==> config.mk <==
export PLATFORM = sky130hd
export DESIGN_NAME = pl_int_ctrl_flat
export DESIGN_NICKNAME = d
export VERILOG_FILES = /design/src/rtl/pl_int_pkg.sv /design/src/rtl/pl_int_ctrl_if.sv /design/src/rtl/pl_int_chan.sv /design/src/rtl/pl_int_ctrl.sv /design/src/flat_wrapper.sv
export SDC_FILE = /design/constraint.sdc
export NUM_CORES = 1
export LEC_CHECK = 0
export BUFFER_PORTS_ARGS = -buffer_cell sky130_fd_sc_hd__buf_2
export CAP_MARGIN = 20
export CORE_MARGIN = 2
export CORE_UTILIZATION = 58
export DETAILED_ROUTE_END_ITERATION = 8
export PLACE_DENSITY = 0.81
export SLEW_MARGIN = 20
export SYNTH_ARGS = -nofsm -noshare
export SYNTH_HDL_FRONTEND = slang
export SYNTH_SLANG_ARGS = --single-unit
==> constraint.sdc <==
create_clock -name clk100 -period 4.4 [get_ports clk100]
set_clock_uncertainty 0.15 [all_clocks]
set_input_delay 0.66 -clock clk100 [delete_from_list [all_inputs] [get_ports clk100]]
set_output_delay 0.66 -clock clk100 [all_outputs]
set_load 0.01 [all_outputs]
==> src/rtl/pl_int_pkg.sv <==
// Shared types and constants for the PL interrupt controller: channel FSM states,
// holdoff counter type and route encodings.
package pl_int_pkg;

    typedef enum logic [1:0] {
        ST_IDLE    = 2'd0,
        ST_PEND    = 2'd1,
        ST_HOLDOFF = 2'd2
    } pl_int_state_e;

    typedef logic [11:0] holdoff_cnt_t;

    localparam logic ROUTE_FIQ = 1'b1;
    localparam logic ROUTE_IRQ = 1'b0;

    localparam int CNT_W       = 32;
    localparam int GIC_LINES   = 4;
    localparam int HOLDOFF_MAX = 4095;

endpackage

==> src/rtl/pl_int_ctrl_if.sv <==
// Signal bundle between software/LED counter blocks and the PL interrupt controller.
interface pl_int_ctrl_if #(
    parameter int NUM_SRC = 3
);
    logic [NUM_SRC-1:0] int_src_i;
    logic [NUM_SRC-1:0] int_en_i;
    logic [NUM_SRC-1:0] fiq_sel_i;
    logic [NUM_SRC-1:0] int_clr_i;
    logic               cnt_clr_i;

    logic [3:0]         fiq_o;
    logic [3:0]         irq_o;
    logic [NUM_SRC-1:0] pend_o;
    logic [NUM_SRC-1:0] miss_o;
    logic [31:0]        int_cnt_fiq_o;
    logic [31:0]        int_cnt_irq_o;

    modport master (
        output int_src_i, int_en_i, fiq_sel_i, int_clr_i, cnt_clr_i,
        input  fiq_o, irq_o, pend_o, miss_o, int_cnt_fiq_o, int_cnt_irq_o
    );

    modport slave (
        input  int_src_i, int_en_i, fiq_sel_i, int_clr_i, cnt_clr_i,
        output fiq_o, irq_o, pend_o, miss_o, int_cnt_fiq_o, int_cnt_irq_o
    );
endinterface

==> src/rtl/pl_int_chan.sv <==
// One interrupt source: rising-edge detect, IDLE/PEND/HOLDOFF sequencing,
// holdoff timer and sticky missed-edge flag.
//
//   state   | meaning
//   --------+------------------------------------------------------------
//   IDLE    | waiting for an enabled rising edge
//   PEND    | event latched, route held, waiting for software clear
//   HOLDOFF | post-clear mask; down-counter runs HOLDOFF_CYC cycles
module pl_int_chan
    import pl_int_pkg::*;
#(
    parameter int HOLDOFF_CYC = 16
) (
    input  logic clk,
    input  logic rst,
    input  logic src,
    input  logic en,
    input  logic sel,
    input  logic clr,
    output logic pend,
    output logic route,
    output logic miss,
    output logic enter
);

    localparam logic [1:0] IDLE    = ST_IDLE;
    localparam logic [1:0] PEND    = ST_PEND;
    localparam logic [1:0] HOLDOFF = ST_HOLDOFF;

    localparam holdoff_cnt_t HOLD_LOAD = holdoff_cnt_t'(HOLDOFF_CYC - 1);

    if (HOLDOFF_CYC < 1 || HOLDOFF_CYC > HOLDOFF_MAX) begin : g_bad_holdoff
        $error("pl_int_chan: HOLDOFF_CYC out of range 1..4095");
    end

    logic [1:0]   state;
    logic         src_q;
    logic         primed;
    logic         rise;
    holdoff_cnt_t hold_cnt;

    // primed stays low for the first cycle after reset so a level already high
    // at release is absorbed into src_q instead of being seen as an edge.
    assign rise  = src & ~src_q & primed;
    assign enter = (state == IDLE) & rise & en;
    assign pend  = (state == PEND);

    always_ff @(posedge clk) begin
        if (rst) begin
            state    <= IDLE;
            src_q    <= 1'b0;
            primed   <= 1'b0;
            hold_cnt <= '0;
            route    <= ROUTE_IRQ;
            miss     <= 1'b0;
        end else begin
            src_q  <= src;
            primed <= 1'b1;

            case (state)
                IDLE: begin
                    if (rise && en) begin
                        state <= PEND;
                        route <= sel;
                    end
                end
                PEND: begin
                    if (!en) begin
                        state <= IDLE;
                    end else if (clr) begin
                        state    <= HOLDOFF;
                        hold_cnt <= HOLD_LOAD;
                        miss     <= 1'b0;
                    end
                end
                HOLDOFF: begin
                    if (hold_cnt == '0) begin
                        state <= IDLE;
                    end else begin
                        hold_cnt <= hold_cnt - 12'd1;
                    end
                end
                default: state <= IDLE;
            endcase

            // A new edge while busy outranks a same-cycle clear of the flag.
            if ((state == PEND || state == HOLDOFF) && rise) begin
                miss <= 1'b1;
            end
        end
    end

endmodule

==> src/rtl/pl_int_ctrl.sv <==
// PL interrupt controller: NUM_SRC edge-triggered channels merged onto one FIQ
// and one IRQ line towards the APU GIC, with per-route delivery counters.
module pl_int_ctrl
    import pl_int_pkg::*;
#(
    parameter int NUM_SRC     = 3,
    parameter int HOLDOFF_CYC = 16
) (
    input  logic         clk100,
    input  logic         rst,
    pl_int_ctrl_if.slave bus
);

    logic [NUM_SRC-1:0] pend;
    logic [NUM_SRC-1:0] route;
    logic [NUM_SRC-1:0] miss;
    logic [NUM_SRC-1:0] enter;
    logic [NUM_SRC-1:0] fiq_mask;
    logic [NUM_SRC-1:0] irq_mask;

    logic [CNT_W-1:0]   inc_fiq;
    logic [CNT_W-1:0]   inc_irq;
    logic [CNT_W-1:0]   cnt_fiq;
    logic [CNT_W-1:0]   cnt_irq;

    for (genvar n = 0; n < NUM_SRC; n++) begin : g_chan
        pl_int_chan #(
            .HOLDOFF_CYC (HOLDOFF_CYC)
        ) u_chan (
            .clk   (clk100),
            .rst   (rst),
            .src   (bus.int_src_i[n]),
            .en    (bus.int_en_i[n]),
            .sel   (bus.fiq_sel_i[n]),
            .clr   (bus.int_clr_i[n]),
            .pend  (pend[n]),
            .route (route[n]),
            .miss  (miss[n]),
            .enter (enter[n])
        );

        assign fiq_mask[n] = pend[n] & (route[n] == ROUTE_FIQ);
        assign irq_mask[n] = pend[n] & (route[n] == ROUTE_IRQ);
    end

    // A channel entering PEND takes its route from fiq_sel this cycle,
    // which is the same value it latches.
    always_comb begin
        inc_fiq = '0;
        inc_irq = '0;
        for (int n = 0; n < NUM_SRC; n++) begin
            if (enter[n]) begin
                if (bus.fiq_sel_i[n] == ROUTE_FIQ) begin
                    inc_fiq = inc_fiq + 32'd1;
                end else begin
                    inc_irq = inc_irq + 32'd1;
                end
            end
        end
    end

    always_ff @(posedge clk100) begin
        if (rst || bus.cnt_clr_i) begin
            cnt_fiq <= '0;
            cnt_irq <= '0;
        end else begin
            cnt_fiq <= cnt_fiq + inc_fiq;
            cnt_irq <= cnt_irq + inc_irq;
        end
    end

    assign bus.pend_o        = pend;
    assign bus.miss_o        = miss;
    assign bus.fiq_o         = {3'b000, |fiq_mask};
    assign bus.irq_o         = {3'b000, |irq_mask};
    assign bus.int_cnt_fiq_o = cnt_fiq;
    assign bus.int_cnt_irq_o = cnt_irq;

endmodule

==> src/flat_wrapper.sv <==
// flat-port wrapper written by rule: the top's interface ports become plain ports
module pl_int_ctrl_flat import pl_int_pkg::*;
#(
    parameter int NUM_SRC     = 3,
    parameter int HOLDOFF_CYC = 16
)
  (clk100, rst, bus_int_src_i, bus_int_en_i, bus_fiq_sel_i, bus_int_clr_i, bus_cnt_clr_i, bus_fiq_o, bus_irq_o, bus_pend_o, bus_miss_o, bus_int_cnt_fiq_o, bus_int_cnt_irq_o);
  pl_int_ctrl_if #(.NUM_SRC(NUM_SRC)) bus_i ();
  input  logic clk100;
  input  logic rst;
  input wire logic [$bits(bus_i.int_src_i)-1:0] bus_int_src_i;
  input wire logic [$bits(bus_i.int_en_i)-1:0] bus_int_en_i;
  input wire logic [$bits(bus_i.fiq_sel_i)-1:0] bus_fiq_sel_i;
  input wire logic [$bits(bus_i.int_clr_i)-1:0] bus_int_clr_i;
  input wire logic [$bits(bus_i.cnt_clr_i)-1:0] bus_cnt_clr_i;
  output wire logic [$bits(bus_i.fiq_o)-1:0] bus_fiq_o;
  output wire logic [$bits(bus_i.irq_o)-1:0] bus_irq_o;
  output wire logic [$bits(bus_i.pend_o)-1:0] bus_pend_o;
  output wire logic [$bits(bus_i.miss_o)-1:0] bus_miss_o;
  output wire logic [$bits(bus_i.int_cnt_fiq_o)-1:0] bus_int_cnt_fiq_o;
  output wire logic [$bits(bus_i.int_cnt_irq_o)-1:0] bus_int_cnt_irq_o;
  assign bus_i.int_src_i = bus_int_src_i;
  assign bus_i.int_en_i = bus_int_en_i;
  assign bus_i.fiq_sel_i = bus_fiq_sel_i;
  assign bus_i.int_clr_i = bus_int_clr_i;
  assign bus_i.cnt_clr_i = bus_cnt_clr_i;
  assign bus_fiq_o = bus_i.fiq_o;
  assign bus_irq_o = bus_i.irq_o;
  assign bus_pend_o = bus_i.pend_o;
  assign bus_miss_o = bus_i.miss_o;
  assign bus_int_cnt_fiq_o = bus_i.int_cnt_fiq_o;
  assign bus_int_cnt_irq_o = bus_i.int_cnt_irq_o;
  pl_int_ctrl #(.NUM_SRC(NUM_SRC), .HOLDOFF_CYC(HOLDOFF_CYC)) u_core (.clk100(clk100), .rst(rst), .bus(bus_i));
endmodule
---- Word-level counts from Yosys, hierarchy flattened ----
Cells that the tools add are included.
storage, ports and cells
  register bits ........................... 116
  input port bits ......................... 15
  output and inout bits ................... 78
  logic and storage cells ................. 169
cells by class
  add/sub/neg operators ................... 9
  equality and inequality tests ........... 24
  muxes and demuxes ....................... 52
  bitwise operators ....................... 24
  reduce and logical (&&, ||, !) cells .... 42
operators with widths
  kind                                                                     number
  32-bit two-way mux                                                       8
  32-bit by 1-bit adder with 32-bit output, second input constant          4
  12-bit two-way mux                                                       9
  12-bit one-hot mux with 2 select lines                                   3
  32-bit adder                                                             2
  12-bit logical NOT                                                       3
  12-bit by 1-bit subtractor with 12-bit output, second input constant     3
  2-bit two-way mux                                                        12
  2-bit inequality test, second input constant                             12
  2-bit nonzero test                                                       12
  1-bit AND                                                                18
  2-bit one-hot mux with 3 select lines                                    3
  3-bit AND reduction                                                      6
  1-bit two-way mux                                                        17
  4-bit AND reduction                                                      3
  3-bit inequality test, second input constant                             3
  2-bit by 1-bit == test with 1-bit output, second input constant          3
  2-bit == test, second input constant                                     3
  1-bit logical AND                                                        6
  2-bit logical NOT                                                        3
  2-bit by 1-bit inequality test with 1-bit output, second input constant  3
  1-bit inverter                                                           6
  2-bit AND reduction                                                      3
  3-bit OR reduction                                                       2
  1-bit logical OR                                                         4

---- Logic depth before layout (Yosys ltp) ----
Gate-level depths: netlist (run 1).
  word-level depth ........................ 13
  depth in mapped cells ................... 17
  depth with buffers taken out ............ 16

---- Hierarchy ----
Synthesis (run 1) repeated with hierarchy kept, for this count alone.
unflattened totals
  cells, all modules ...................... 753
  area, all modules ....................... 6,545.0 um^2
modules (own cells, without submodules)
  module       instances  cells an instance  area each (um^2)  seq. area each (um^2)
  pl_int_ctrl  1          414                3,549.7           1,281.2
  pl_int_chan  3          113                998.5             360.3

---- Worst setup path after synthesis (run 1) ----
No wires, ideal clock.
  path type ............................... input to register
  start point ............................. input port bus_int_en_i[0]
  end point ............................... register u_core.cnt_fiq[29], in the netlist u_core.bus.int_cnt_fiq_o[29]
  setup time .............................. 70 ps
  arrival time ............................ 3,719 ps
  data required time ...................... 4,180 ps
  setup slack ............................. 460 ps
  stages .................................. 13
  path buffers ............................ 0
  cell sequence ........................... nand4b_1 > or3_1 > inv_1 > ha_1 > mux2i_1 > inv_1 > ha_1 > mux2_2 > ha_1 > nand3_1 > a2111o_1 > or4_1 > a21oi_1
between the ends
  cells in the longest elaborated chain, start to end .. 9
ends and longest elaborated chain
  what                                      RTL line            RTL
  start: declaration                        flat_wrapper.sv:12  input wire logic [$bits(bus_i.int_en_i)-1:0] bus_int_en_i;
  1-bit AND (*)                             pl_int_chan.sv:45   assign enter = (state == IDLE) & rise & en;
  1-bit two-way mux (*)                     pl_int_ctrl.sv:52   if (enter[n]) begin
  32-bit by 1-bit adder with 32-bit output  pl_int_ctrl.sv:54   inc_fiq = inc_fiq + 32'd1;
  32-bit two-way mux                        pl_int_ctrl.sv:53   if (bus.fiq_sel_i[n] == ROUTE_FIQ) begin
  32-bit two-way mux (*)                    pl_int_ctrl.sv:52
  32-bit by 1-bit adder with 32-bit output  pl_int_ctrl.sv:54
  32-bit two-way mux                        pl_int_ctrl.sv:53
  32-bit two-way mux (*)                    pl_int_ctrl.sv:52
  32-bit adder (*)                          pl_int_ctrl.sv:67   cnt_fiq <= cnt_fiq + inc_fiq;
  end signal: assignment                    pl_int_ctrl.sv:67
  end: declaration                          pl_int_ctrl.sv:23   logic [CNT_W-1:0] cnt_fiq;
Mark *: on every way between the ends. The rest lies on a longest branch, timed or not.
A chain may end at the register's enable or synchronous reset.

---- Worst setup path after layout (run 1) ----
  start point ............................. register u_core.g_chan[0].u_chan.state[0]
  end point ............................... register u_core.cnt_fiq[29], in the netlist u_core.bus.int_cnt_fiq_o[29]
between the ends
  cells in the longest elaborated chain, start to end .. 11
ends and longest elaborated chain
  what                                      RTL line           RTL
  start: declaration                        pl_int_chan.sv:36  logic [1:0] state;
  start signal: assignment                  pl_int_chan.sv:50  state <= IDLE;
  start signal: assignment                  pl_int_chan.sv:63  state <= PEND;
  start signal: assignment                  pl_int_chan.sv:69  state <= IDLE;
  2-bit logical NOT (*)                     pl_int_chan.sv:45
  1-bit AND (*) (2 in series)               pl_int_chan.sv:45
  1-bit two-way mux (*)                     pl_int_ctrl.sv:52
  32-bit by 1-bit adder with 32-bit output  pl_int_ctrl.sv:54
  32-bit two-way mux                        pl_int_ctrl.sv:53
  32-bit two-way mux (*)                    pl_int_ctrl.sv:52
  32-bit by 1-bit adder with 32-bit output  pl_int_ctrl.sv:54
  32-bit two-way mux                        pl_int_ctrl.sv:53
  32-bit two-way mux (*)                    pl_int_ctrl.sv:52
  32-bit adder (*)                          pl_int_ctrl.sv:67
Marked as above.

==> summary by stage, run 1 <==
Cells and area
Of the cells placed in the final design, the portion with a size suffix greater than 1 is 0.162. 0 antenna diodes ended up in the layout. The number of nets at the end of the flow is ~870.

Relative to the synthesized area, the layout overhead comes to 15.7%.

STA
Setup repair after global routing left no endpoint under its margin. The smallest clock period supported by the final layout is computed as 4170 ps. Measured against its own limit, the worst slew margin works out to 0.398. For the final routed database, the setup TNS stands at 0 ps.

The final hold violation count came to 0. Of the available clock period, the critical path in the final layout requires 0.947. The count of pins over their slew limit is 0. For the pin with the worst max-slew slack, the measured transition is 903 ps.

The maximum operating frequency is ~240 MHz. The setup violation total in the final timing report is 0. Hold is met by 227 ps.

Pwr
VDD sags by at most between 0.3 and 0.4 mV. The total power divided by cell area is between 400 and 500 nW/um^2. For this design the static power due to leakage is approximately 2.9 nW.

Critical path
For this run, the slowest stage of the critical path takes 570 ps. The kind of end point of the critical path is a flip-flop. For this design, the slowest cell found on the critical path is or4_1. In this run the critical register-to-register path is captured at u_core.bus.int_cnt_fiq_o[29]. The data arrival time of the critical path is 4460 ps. The number of buffers and inverters on the critical path is 4. On the critical path the largest part of the delay comes from simple AND/OR/NAND/NOR gates. The critical path start-end classification is flip-flop to flip-flop. The critical path goes through inv_1 > ha_1 > inv_1 > or3_1 > inv_1 > ha_1 > mux2i_1 > inv_1 > ha_1 > mux2_2 > ha_1 > nand3_1 > a2111o_1 > or4_1 > a21oi_1. The type of element launching the critical path is a flip-flop. STA puts the critical path data required time at 4700 ps. The beginning of the worst register-to-register path is u_core.g_chan[0].u_chan.state[0]. The worst register-to-register path has a depth of 15.

Of all nets on the critical path, the largest fanout is 11. For flop-to-flop paths, the worst setup slack is 230 ps.

CTS
Post-CTS repair changed the size of 0 cells. The buffer type at the clock tree root is clkbuf_8. The number of CTS-inserted buffers is 17.

The CTS tree is yes. After clock tree synthesis, the clock-pin slew on the worst setup and hold paths is 60 ps. The buffer depth of the longest clock path is 2. The clock network latency to the later pin of the worst-skew pair is 530 ps.

For this design, the CTS-stage hold fixing added 0 buffers. CTS saw 116 sinks. The deepest level of the CTS H-tree is 4. The number of buffers inserted by post-CTS setup repair is 0.

Routing
After detailed routing, the average wire length per cell comes to 16.2 um. The number of design rule violations left after detail routing is 0. For this block, the routed nets add up to 15.8 mm of wire.

The detailed router's first-iteration violation count is between 600 and 700. The detail route stage leaves a number of antenna-violating nets equal to 0. The via count is 6,200. Using the TritonRoute via totals, the vias-per-cell ratio works out to 6.33. The number of iterations in the first detailed-routing pass is 5.

Worst hold path
The source of the worst hold timing path is bus_int_src_i[1]. The depth of the worst hold-timing path is 2. For hold timing, the worst endpoint is u_core.g_chan[1].u_chan.src_q. The classification of the worst-slack hold path is input port to flip-flop.

Logic synthesis
For this run, the number of Yosys warnings is 0. Ranked by instance count, the synthesized netlist is headed by 116 x dfxtp_1, 59 x a21oi_1, 55 x nand2_1. Yosys mapped a number of flops with a built-in enable equal to 0.

The fraction of post-synthesis cell area in the top cell type by area is 0.366. After technology mapping, the gate count stands at 752. The number of library cell types mapped by synthesis is 66. In this run, synthesis produced a sequential element count of 116. After synthesis, the cell types taking the most area are dfxtp_1 37%, a21oi_1 4.7%, ha_1 4.3%.

The dominant cell by count in the synthesized netlist is dfxtp_1. The mean cell area of the mapped netlist is about 8.4 um^2. The cell accounting for the most synthesized area is dfxtp_1.

The post-synthesis sequential area ratio is 0.366. The predominant post-synthesis flop cell is dfxtp_1. The async set-reset flop share out of synthesis is 0.

In this run the cell area of the synthesized design comes to 6340 um^2.

Placement
The sum of net half-perimeters after detailed placement is approximately 11 mm. The count of buffers added on input and output ports is 86. Routability-driven placement finished with a final weighted congestion of 0.906.

Floorplan
just over 90 I/O pins were placed. The floorplan step set the die width to 109 um. The core region is roughly 11,000 um^2. The die covers 11,800 um^2. The initial utilization of the core area, before any placement, comes to 0.590. The cell row count is 38. The die is 109 um tall.

GRT
The first global-routing pass estimated 25.6 mm of wire. The overflow left after global routing is 0. Entering global routing, the biggest net connects 51 pins. The number of antenna violations at the first check in global routing is 1. For this run, the total global-route usage over all layers was measured as 0.271.

The via count of the first global-routing pass is 5,612.

Status
The run finished with clean final reports.

Job
The number of maximum-capacitance constraint violations is 0.
-- cell families (layout without fill, tap and decap cells) --
group	after synthesis	after routing	synth area share
and+or+nand+nor	295	295	0.266
xor gates and xnor gates	18	18	0.0249
muxes	20	20	0.0322
adders and majority gates	24	24	0.0497
other	1	6	0.000591
DFF	116	116	0.366
AOI/OAI and AO/OA	192	192	0.202
buffers and inverters	86	168	0.0584
-- metrics by stage --
stage	power [mW]	worst slack, ps	std cells	instance area (um^2)	utilization
after floorplan	1.98	460	757	6360	-
after global placement	2.11	164	949	6820	0.634
after detailed placement	2.17	72.6	949	6820	0.634
after CTS	3.39	251	979	7340	0.683
after global routing	3.57	7.61	979	7340	0.683
final	3.39	234	979	7340	0.683
-- registers in the layout, indices dropped and copies added (netlist names) --
name	flops
u_core.g_chan.u_chan.primed	1
u_core.bus.int_cnt_irq_o	32
u_core.g_chan.u_chan.route	3
u_core.g_chan.u_chan.src_q	3
u_core.g_chan.u_chan.miss	3
u_core.g_chan.u_chan.hold_cnt	36
u_core.bus.int_cnt_fiq_o	32
u_core.g_chan.u_chan.state	6
-- routing by layer --
metal	track usage	wire [um]	vias to the layer above
met5	0	0	-
met4	0.111	241	0
met3	0.0675	814	28
met2	0.453	7890	191
met1	0.334	6900	3006
li1	-	-	2975
-- how the worst max path moves through the flow --
stage                                         endpoint  cells past startpoint  slack, ps                             start
after floorplan           u_core.bus.int_cnt_fiq_o[29]                     13        460                   bus_int_en_i[0]
after global placement    u_core.bus.int_cnt_fiq_o[19]                     15        160                   bus_int_en_i[0]
after detailed placement  u_core.bus.int_cnt_fiq_o[23]                     15         70                   bus_int_en_i[0]
after CTS                 u_core.bus.int_cnt_fiq_o[29]                     15        250  u_core.g_chan[0].u_chan.state[0]
after global routing      u_core.bus.int_cnt_fiq_o[22]                     16          8  u_core.g_chan[0].u_chan.state[0]
final                     u_core.bus.int_cnt_fiq_o[29]                     15        230  u_core.g_chan[0].u_chan.state[0]
-- worst reg2reg max path: cells and delay by family (launching register included) --
kind            cells  cell delay, ps
compound gates      2             700
fa+ha+maj           4             990
buf+inv             4             370
flops               1             350
mux                 2             490
simple gates        3            1050
-- power breakdown --
| part | leakage [nW] | internal [mW] | switching (mW) |
|---|---|---|---|
| Clock | 0.257 | 0.756 | 0.460 |
| Sequential | 0.939 | 1.16 | 0.117 |
| Combinational | 1.71 | 0.351 | 0.544 |
| Total | 2.91 | 2.27 | 1.12 |
-- layout make-up --
type	instances	area [um^2]
clock buffers	26	498
clock inverters	4	22.5
fillers	888	3410
inverters	45	169
multi-input cells	555	3670
flip-flops and latches	116	2320
well taps	140	175
repair buffers	93	483
-- cells in the final DEF (no fill, tap or decap), types with 12 or more instances in the layout --
master / n
mux2i_1: 17
nand2_1: 55
a21oi_1: 59
clkbuf_16: 16
inv_1: 45
nor4_1: 12
or4_1: 27
nor2_1: 38
nor2b_1: 12
nand3_1: 23
buf_2: 86
or3_1: 39
o21ai_0: 30
dfxtp_1: 116
nand4_1: 20
ha_1: 22
o31ai_1: 19
(Power assumes the default switching activity.)
==> run 2, diff against run 1 <==
--- a/config.mk
+++ b/config.mk
@@ -8,9 +8,10 @@
 export BUFFER_PORTS_ARGS = -buffer_cell sky130_fd_sc_hd__buf_2
 export CAP_MARGIN = 20
 export CORE_MARGIN = 2
-export CORE_UTILIZATION = 58
+export CORE_UTILIZATION = 59
+export CTS_BUF_LIST = sky130_fd_sc_hd__clkbuf_2
 export DETAILED_ROUTE_END_ITERATION = 8
-export PLACE_DENSITY = 0.81
+export PLACE_DENSITY = 0.82
 export SLEW_MARGIN = 20
 export SYNTH_ARGS = -nofsm -noshare
 export SYNTH_HDL_FRONTEND = slang
==> run 2 against run 1 <==
Against the previous run:
- cell count unchanged
- register-to-register slack better by 50 ps
- sequential power about the same
- hold slack worse by 180 ps
- total power down 15%
- die area down 1.6%
- critical path type unchanged
==> summary by stage, run 2 (synthesis gave the netlist of run 1 again) <==
Status
The flow ran to the end, and the final reports show no timing, DRC or antenna violations.

GRT
The overflow left after global routing is 0 (unchanged). The maximum number of pins on one net before global-route repair was 47 (-7.8%). The first-pass GRT wire length was 25.3 mm (-1.1%).

The via count of the first global-routing pass is 5,607 (-0.089%). The number of antenna violations at the first check in global routing is 0 (-1). The combined global-route utilization of all metal layers is 0.268 (-0.00327).

Floorplan
The I/O pin count is 93 (unchanged). The floorplan core area is 10,400 um^2 (-3.5%). The die area is 11,600 um^2 (-1.6%). The cell row count is 37 (-2.6%). The height of the die came to 108 um (-0.82%). The width of the die was 108 um (-0.82%). The effective utilization at floorplan was 0.611 (+0.0214).

STA
Setup repair after global routing left no endpoint under its margin. The post-route clock period utilization is 0.935 (-0.0117). The minimum clock period is 4110 ps (-51.4 ps). The setup violation total in the final timing report is 0 (unchanged).

The final hold violation count is 0 (unchanged). The maximum operating frequency came to 243 MHz (+1.2%). The transition at the pin with the smallest max-transition slack is 878 ps (-24.8 ps). The remaining max-slew budget at the tightest pin is 0.414 (+0.0165). The count of pins over their slew limit is 0 (unchanged). The aggregate negative setup slack is 0 ps (unchanged).

Routing
The routed wirelength normalized by instance count is 16.0 um (-1.4%). The detailed router's first-iteration violation count is 584 (-4.3%). The number of iterations in the first detailed-routing pass is 6 (+1).

The final wirelength is 15.6 mm (-1.4%). The number of antenna-violating nets in the routed design came to 0 (unchanged). The via count is 6,212 (+0.19%). The number of design rule violations left after detail routing came to 0 (unchanged).

The mean number of vias per cell is 6.35 (+0.19%).

Cells and area
The final design instance area without fill is 7060 um^2 (-3.7%). The share of cells above drive strength 1 is 0.170 (+0.00753). The area of all sequential standard cells came to 2320 um^2 (unchanged). From synthesis to final layout, the design area changed by 11.4%.

The multi-input gate area in the final layout came to 3670 um^2 (about the same). The number of inserted filler cells in the final layout is 882 (-0.68%). The top cell types in the final layout, fill and taps aside, are 116 x dfxtp_1, 86 x buf_2, 59 x a21oi_1, 55 x nand2_1, 45 x inv_1. The number of flip-flops under the largest register name is 36 (unchanged). The register name with the most flops is u_core.g_chan.u_chan.hold_cnt. The number of diodes came to 0 (unchanged). The number of nets at the end of the flow was 869 (+0.23%). The library cell used most frequently in the layout, excluding fill and tap cells, is dfxtp_1.

Placement
The number of port buffers is 86 (unchanged). The sum of net half-perimeters after detailed placement is 11.2 mm (+3.3%). The final weighted congestion in routability-driven placement was 0.882 (-2.6%). The placed cell area is 6830 um^2 (+0.15%).

Critical path
The critical path buffer and inverter count is 4 (unchanged). The signal on the critical path passes through inv_1 > ha_1 > inv_1 > or3_1 > inv_1 > ha_1 > mux2i_1 > inv_1 > ha_1 > mux2_2 > ha_1 > nand3_1 > a2111o_2 > or4_1 > a21oi_1. In this design, the largest share of critical-path delay is due to simple AND/OR/NAND/NOR gates. The beginning of the worst register-to-register path is u_core.g_chan[0].u_chan.state[1]. The data arrival time of the critical path is 4570 ps (+110 ps).

The largest fanout on the critical path is 18 (+7). The startpoint of the worst setup timing path is u_core.g_chan[0].u_chan.state[1]. The kind of end point of the critical path is a flip-flop. The required time at the endpoint of the critical path is 4850 ps (+150 ps). The slowest library cell on the worst path is a2111o_2.

The type of element launching the critical path is a flip-flop. The largest stage delay on the critical path came to 570 ps (about the same). The critical path start-end classification is flip-flop to flip-flop.

Pwr
The internal power contribution is 1.82 mW (-20%). The part of the power in registers is 0.442 (+0.065). The clock network power share is 0.248 (-0.111). The maximum vdd drop came to 0.356 mV (+2.1%).

The part of the power in combinational logic came to 0.310 (+0.046). The switching portion of total power is 0.369 (+0.0382). The total power divided by cell area is 409 nW/um^2 (-12%). The net switching power figure came to 1.06 mW (-5.0%). The post-route total power was 2.89 mW (-15%). The static leakage was 2.81 nW (-3.3%).

CTS
The number of buffers inserted by post-CTS setup repair is 0 (unchanged). The total of hold buffers inserted after clock tree synthesis was 0 (unchanged). The register clock-pin slew on the reported worst setup and hold paths is 180 ps (+120 ps). The number of CTS-inserted buffers came to 17 (unchanged). The deepest level of the CTS H-tree is 4 (unchanged). The clock network latency to the later pin of the worst-skew pair is 690 ps (+160 ps). The CTS tree is yes. The total clock sinks is 116 (unchanged). The buffer depth of the longest clock path was 2 (unchanged). The buffer type at the clock tree root is clkbuf_2.

Worst hold path
The source of the worst hold timing path is bus_int_src_i[0]. The classification of the worst-slack hold path is input port to flip-flop.

Job
The number of maximum-capacitance constraint violations came to 0 (unchanged).
[run 2: final cells by class]
type,instances,area share
multi-input combinational,555,0.519
sequential,116,0.329
inverter,45,0.0239
tap,136,0.0241
clock buffer,19,0.0135
timing repair buffer,95,0.0705
clock inverter,13,0.0198
[run 2: final timing paths]
path                              endpoint  slack [ps]  cells past startpoint
min reg2reg   u_core.g_chan[1].u_chan.miss         340                      2
max           u_core.bus.int_cnt_fiq_o[31]         290                     15
max reg2reg   u_core.bus.int_cnt_fiq_o[31]         290                     15
min          u_core.g_chan[0].u_chan.src_q          50                      2
[run 2: power by group through the flow]
stage	clock, mW	sequential (mW)	combinational (mW)
finish	0.716	1.27	0.896
global route	0.779	1.29	0.999
CTS	0.726	1.27	0.885
detailed placement	0	1.29	0.875
global placement	0	1.28	0.836
floorplan	0	1.26	0.717
[run 2: per-stage QoR]
step                      setup WS [ps]  utilization  hold slack (ps)  cells
after floorplan                     460            -              287    757
after global placement              149        0.658              305    947
after detailed placement           25.6        0.658              318    947
after CTS                           230        0.681             11.4    979
after global routing               52.8        0.681             33.2    979
final                               286        0.681             50.5    979
[run 2: routing by layer]
layer	up-vias	global-route usage	wire, um
met4	0	0.0971	239
met1	2977	0.329	6730
met3	28	0.0490	910
met2	217	0.469	7740
li1	2990	-	-
met5	-	0	0
[run 2: repair_timing]
action / CTS / global route
hold endpoints to repair: 0 / 0
resized for setup: 0 / 1
endpoints found under the setup margin: 0 / 1
==> run 3, diff against run 2 <==
--- a/config.mk
+++ b/config.mk
@@ -11,7 +11,7 @@
 export CORE_UTILIZATION = 59
 export CTS_BUF_LIST = sky130_fd_sc_hd__clkbuf_2
 export DETAILED_ROUTE_END_ITERATION = 8
-export PLACE_DENSITY = 0.82
+export PLACE_DENSITY = 0.84
 export SLEW_MARGIN = 20
 export SYNTH_ARGS = -nofsm -noshare
 export SYNTH_HDL_FRONTEND = slang
==> constraint.sdc (replaced) <==
create_clock -name clk100 -period 4.4 [get_ports clk100]
set_clock_uncertainty 0.15 [all_clocks]
set_input_delay 0.44 -clock clk100 [delete_from_list [all_inputs] [get_ports clk100]]
set_output_delay 0.44 -clock clk100 [all_outputs]
set_load 0.01 [all_outputs]
==> run 3 against run 2 <==
Against the previous run:
- sequential cell count did not move
- maximum frequency decreased by 1.4%
- via count is essentially flat
- largest cell class unchanged
- critical path type unchanged
==> summary by stage, run 3 (synthesis gave the netlist of run 1 again) <==
Critical path
The data arrival time of the critical path came to 4580 ps (about the same). The kind of end point of the critical path is a flip-flop. The worst reg2reg path endpoint is u_core.bus.int_cnt_fiq_o[27]. The largest fanout on the critical path is 18 (unchanged). The number of cells on the worst reg-to-reg path is 15 (unchanged).

The critical path capture point is u_core.bus.int_cnt_fiq_o[27]. Tracing the worst setup path back leads to its startpoint at u_core.g_chan[0].u_chan.state[1]. Traced cell by cell, the critical path runs through inv_1 > ha_1 > inv_1 > or3_1 > inv_1 > ha_1 > mux2i_1 > inv_1 > ha_1 > mux2_2 > ha_1 > nand3_1 > a2111o_2 > or4_1 > a21oi_1.

The critical path start-end classification is flip-flop to flip-flop. The beginning of the worst register-to-register path is u_core.g_chan[0].u_chan.state[1]. The largest stage delay on the critical path is 580 ps (about the same). The slowest library cell on the worst path is a2111o_2. STA classifies the critical path startpoint as a flip-flop.

The reg2reg setup slack is 230 ps (-60 ps). The required time at the endpoint of the critical path came to 4810 ps (-40 ps).

Floorplan
The effective utilization at floorplan is 0.611 (unchanged). The height of the die is 108 um (unchanged). The die area is 11,600 um^2 (unchanged). The cell row count is 37 (unchanged). The width of the die came to 108 um (unchanged). The I/O pin count is 93 (unchanged). The floorplan core area came to 10,400 um^2 (unchanged).

Cells and area
The register name with the most flops is u_core.g_chan.u_chan.hold_cnt. The number of inserted filler cells in the final layout came to 873 (-1.0%). The number of nets at the end of the flow is 879 (+1.2%).

The growth of design area from synthesis to finish is 13.0%. Leaving out fill and tap cells, the most frequent cells in the layout are 116 x dfxtp_1, 86 x buf_2, 59 x a21oi_1, 55 x nand2_1, 45 x inv_1. Leaving out fill and tap cells, the most frequent cell in the layout is dfxtp_1.

The number of flip-flops under the largest register name is 36 (unchanged). The share of cells above drive strength 1 is 0.164 (-0.00551). The number of diodes was 0 (unchanged).

STA
The setup violation total in the final timing report is 0 (unchanged). The remaining max-slew budget at the tightest pin is 0.386 (-0.0288). The transition at the pin with the smallest max-transition slack is 921 ps (+42.3 ps). The count of pins over their slew limit is 0 (unchanged). The aggregate negative setup slack is 0 ps (unchanged).

The post-route clock period utilization came to 0.948 (+0.0130). The minimum clock period is 4170 ps (+57.1 ps). The final hold violation count is 0 (unchanged). Setup repair after global routing left no endpoint under its margin. The maximum operating frequency is 240 MHz (-1.4%).

CTS
The number of buffers inserted by post-CTS setup repair is 0 (unchanged). The CTS tree is yes. The clock network latency to the later pin of the worst-skew pair was 640 ps (-50 ps). The total clock sinks is 116 (unchanged). The deepest level of the CTS H-tree is 4 (unchanged). The number of CTS-inserted buffers came to 17 (unchanged). The tree is rooted in a clkbuf_2. The buffer depth of the longest clock path came to 2 (unchanged). The register clock-pin slew on the reported worst setup and hold paths is 170 ps (about the same).

GRT
The overflow left after global routing is 0 (unchanged). The maximum number of pins on one net before global-route repair is 47 (unchanged). The combined global-route utilization of all metal layers is 0.274 (+0.00570). The first-pass GRT wire length was 26.0 mm (+2.6%). The number of antenna violations at the first check in global routing is 0 (unchanged). The via count of the first global-routing pass was 5,731 (+2.2%).

Job
The number of maximum-capacitance constraint violations is 0 (unchanged).

Pwr
The maximum vdd drop is 0.380 mV (+6.5%). The static leakage was 2.85 nW (+1.2%). The total power divided by cell area is 403 nW/um^2 (-1.5%). The post-route total power is 2.88 mW (about the same).

Placement
The number of port buffers is 86 (unchanged). The final weighted congestion in routability-driven placement was 0.880 (-0.24%). The sum of net half-perimeters after detailed placement is 11.2 mm (-0.34%).

Routing
The number of design rule violations left after detail routing is 0 (unchanged). The final wirelength is 15.7 mm (+0.38%). The number of antenna-violating nets in the routed design was 0 (unchanged). The routed wirelength normalized by instance count is 15.9 um (-0.63%). The number of iterations in the first detailed-routing pass was 7 (+1). The mean number of vias per cell was 6.28 (-1.1%). The via count is 6,209 (-0.048%).

The detailed router's first-iteration violation count is 382 (-35%).

Status
The flow ran to the end, and the final reports show no timing, DRC or antenna violations.

Worst hold path
In this run the worst hold path is classified as input port to flip-flop.
[run 3: cell count changes in the layout (fill, tap and decap cells not counted), sizes merged]
cell | before | now
buf | 95 | 94
dlygate4sd3 | 0 | 11
clkinv | 9 | 8
clkinvlp | 1 | 2
[run 3: through the flow]
step / hold WS, ps / util / area, um^2 / worst slack, ps / instances
after floorplan: 287 / - / 6360 / 635 / 757
after global placement: 305 / 0.657 / 6820 / 311 / 946
after detailed placement: 318 / 0.657 / 6820 / 206 / 946
after CTS: 10.6 / 0.691 / 7160 / 219 / 989
after global routing: 2.09 / 0.691 / 7160 / 27.2 / 989
final: 59.1 / 0.691 / 7160 / 229 / 989
[run 3: metal layers]
metal | up-vias | global-route usage | wire length (um)
li1 | 3019 | - | -
met1 | 2967 | 0.339 | 6780
met2 | 193 | 0.469 | 7760
met3 | 30 | 0.0569 | 870
met4 | 0 | 0.0989 | 266
met5 | - | 0 | 0
[run 3: area by class of cell]
class,instances,area (um^2),share of cell area
Clock buffer,19,95.1,0.0133
Clock inverter,13,140,0.0196
Inverter,45,169,0.0236
Multi-Input combinational cell,555,3670,0.512
Sequential cell,116,2320,0.324
Tap cell,136,170,0.0238
Timing Repair Buffer,105,601,0.0838
[run 3: worst min-delay path by stage]
| stage | from | end | slack (ps) | cells past startpoint |
|---|---|---|---|---|
| 6_report | bus_fiq_sel_i[2] | u_core.g_chan[2].u_chan.route | 60 | 3 |
| 5_1_grt | bus_int_clr_i[0] | u_core.g_chan[0].u_chan.state[0] | 2 | 3 |
| 4_1_cts | bus_fiq_sel_i[2] | u_core.g_chan[2].u_chan.route | 10 | 3 |
| 3_5_place_dp | u_core.g_chan[1].u_chan.miss | u_core.g_chan[1].u_chan.miss | 320 | 2 |
| 3_3_place_gp | u_core.g_chan[2].u_chan.hold_cnt[11] | u_core.g_chan[2].u_chan.hold_cnt[11] | 300 | 2 |
| 2_1_floorplan | u_core.g_chan[2].u_chan.miss | u_core.g_chan[2].u_chan.miss | 290 | 2 |
[run 3: report_power, final]
part / internal (mW) / switching, mW / total (mW)
clock network: 0.309 / 0.396 / 0.705
logic: 0.357 / 0.547 / 0.904
registers: 1.16 / 0.115 / 1.28
[run 3: repair_timing]
action	in CTS	in global routing
setup endpoints to repair	0	1
gates resized for setup	0	1
hold endpoints to repair	15	0
hold buffers	11	0
[run 3: critical path, delay by kind of cell (launching register included)]
| family | cells | cell delay, ps |
|---|---|---|
| AOI/OAI and AO/OA | 2 | 750 |
| adders and majority gates | 4 | 990 |
| buffers and inverters | 4 | 320 |
| DFF | 1 | 380 |
| muxes | 2 | 480 |
| and+or+nand+nor | 3 | 1040 |
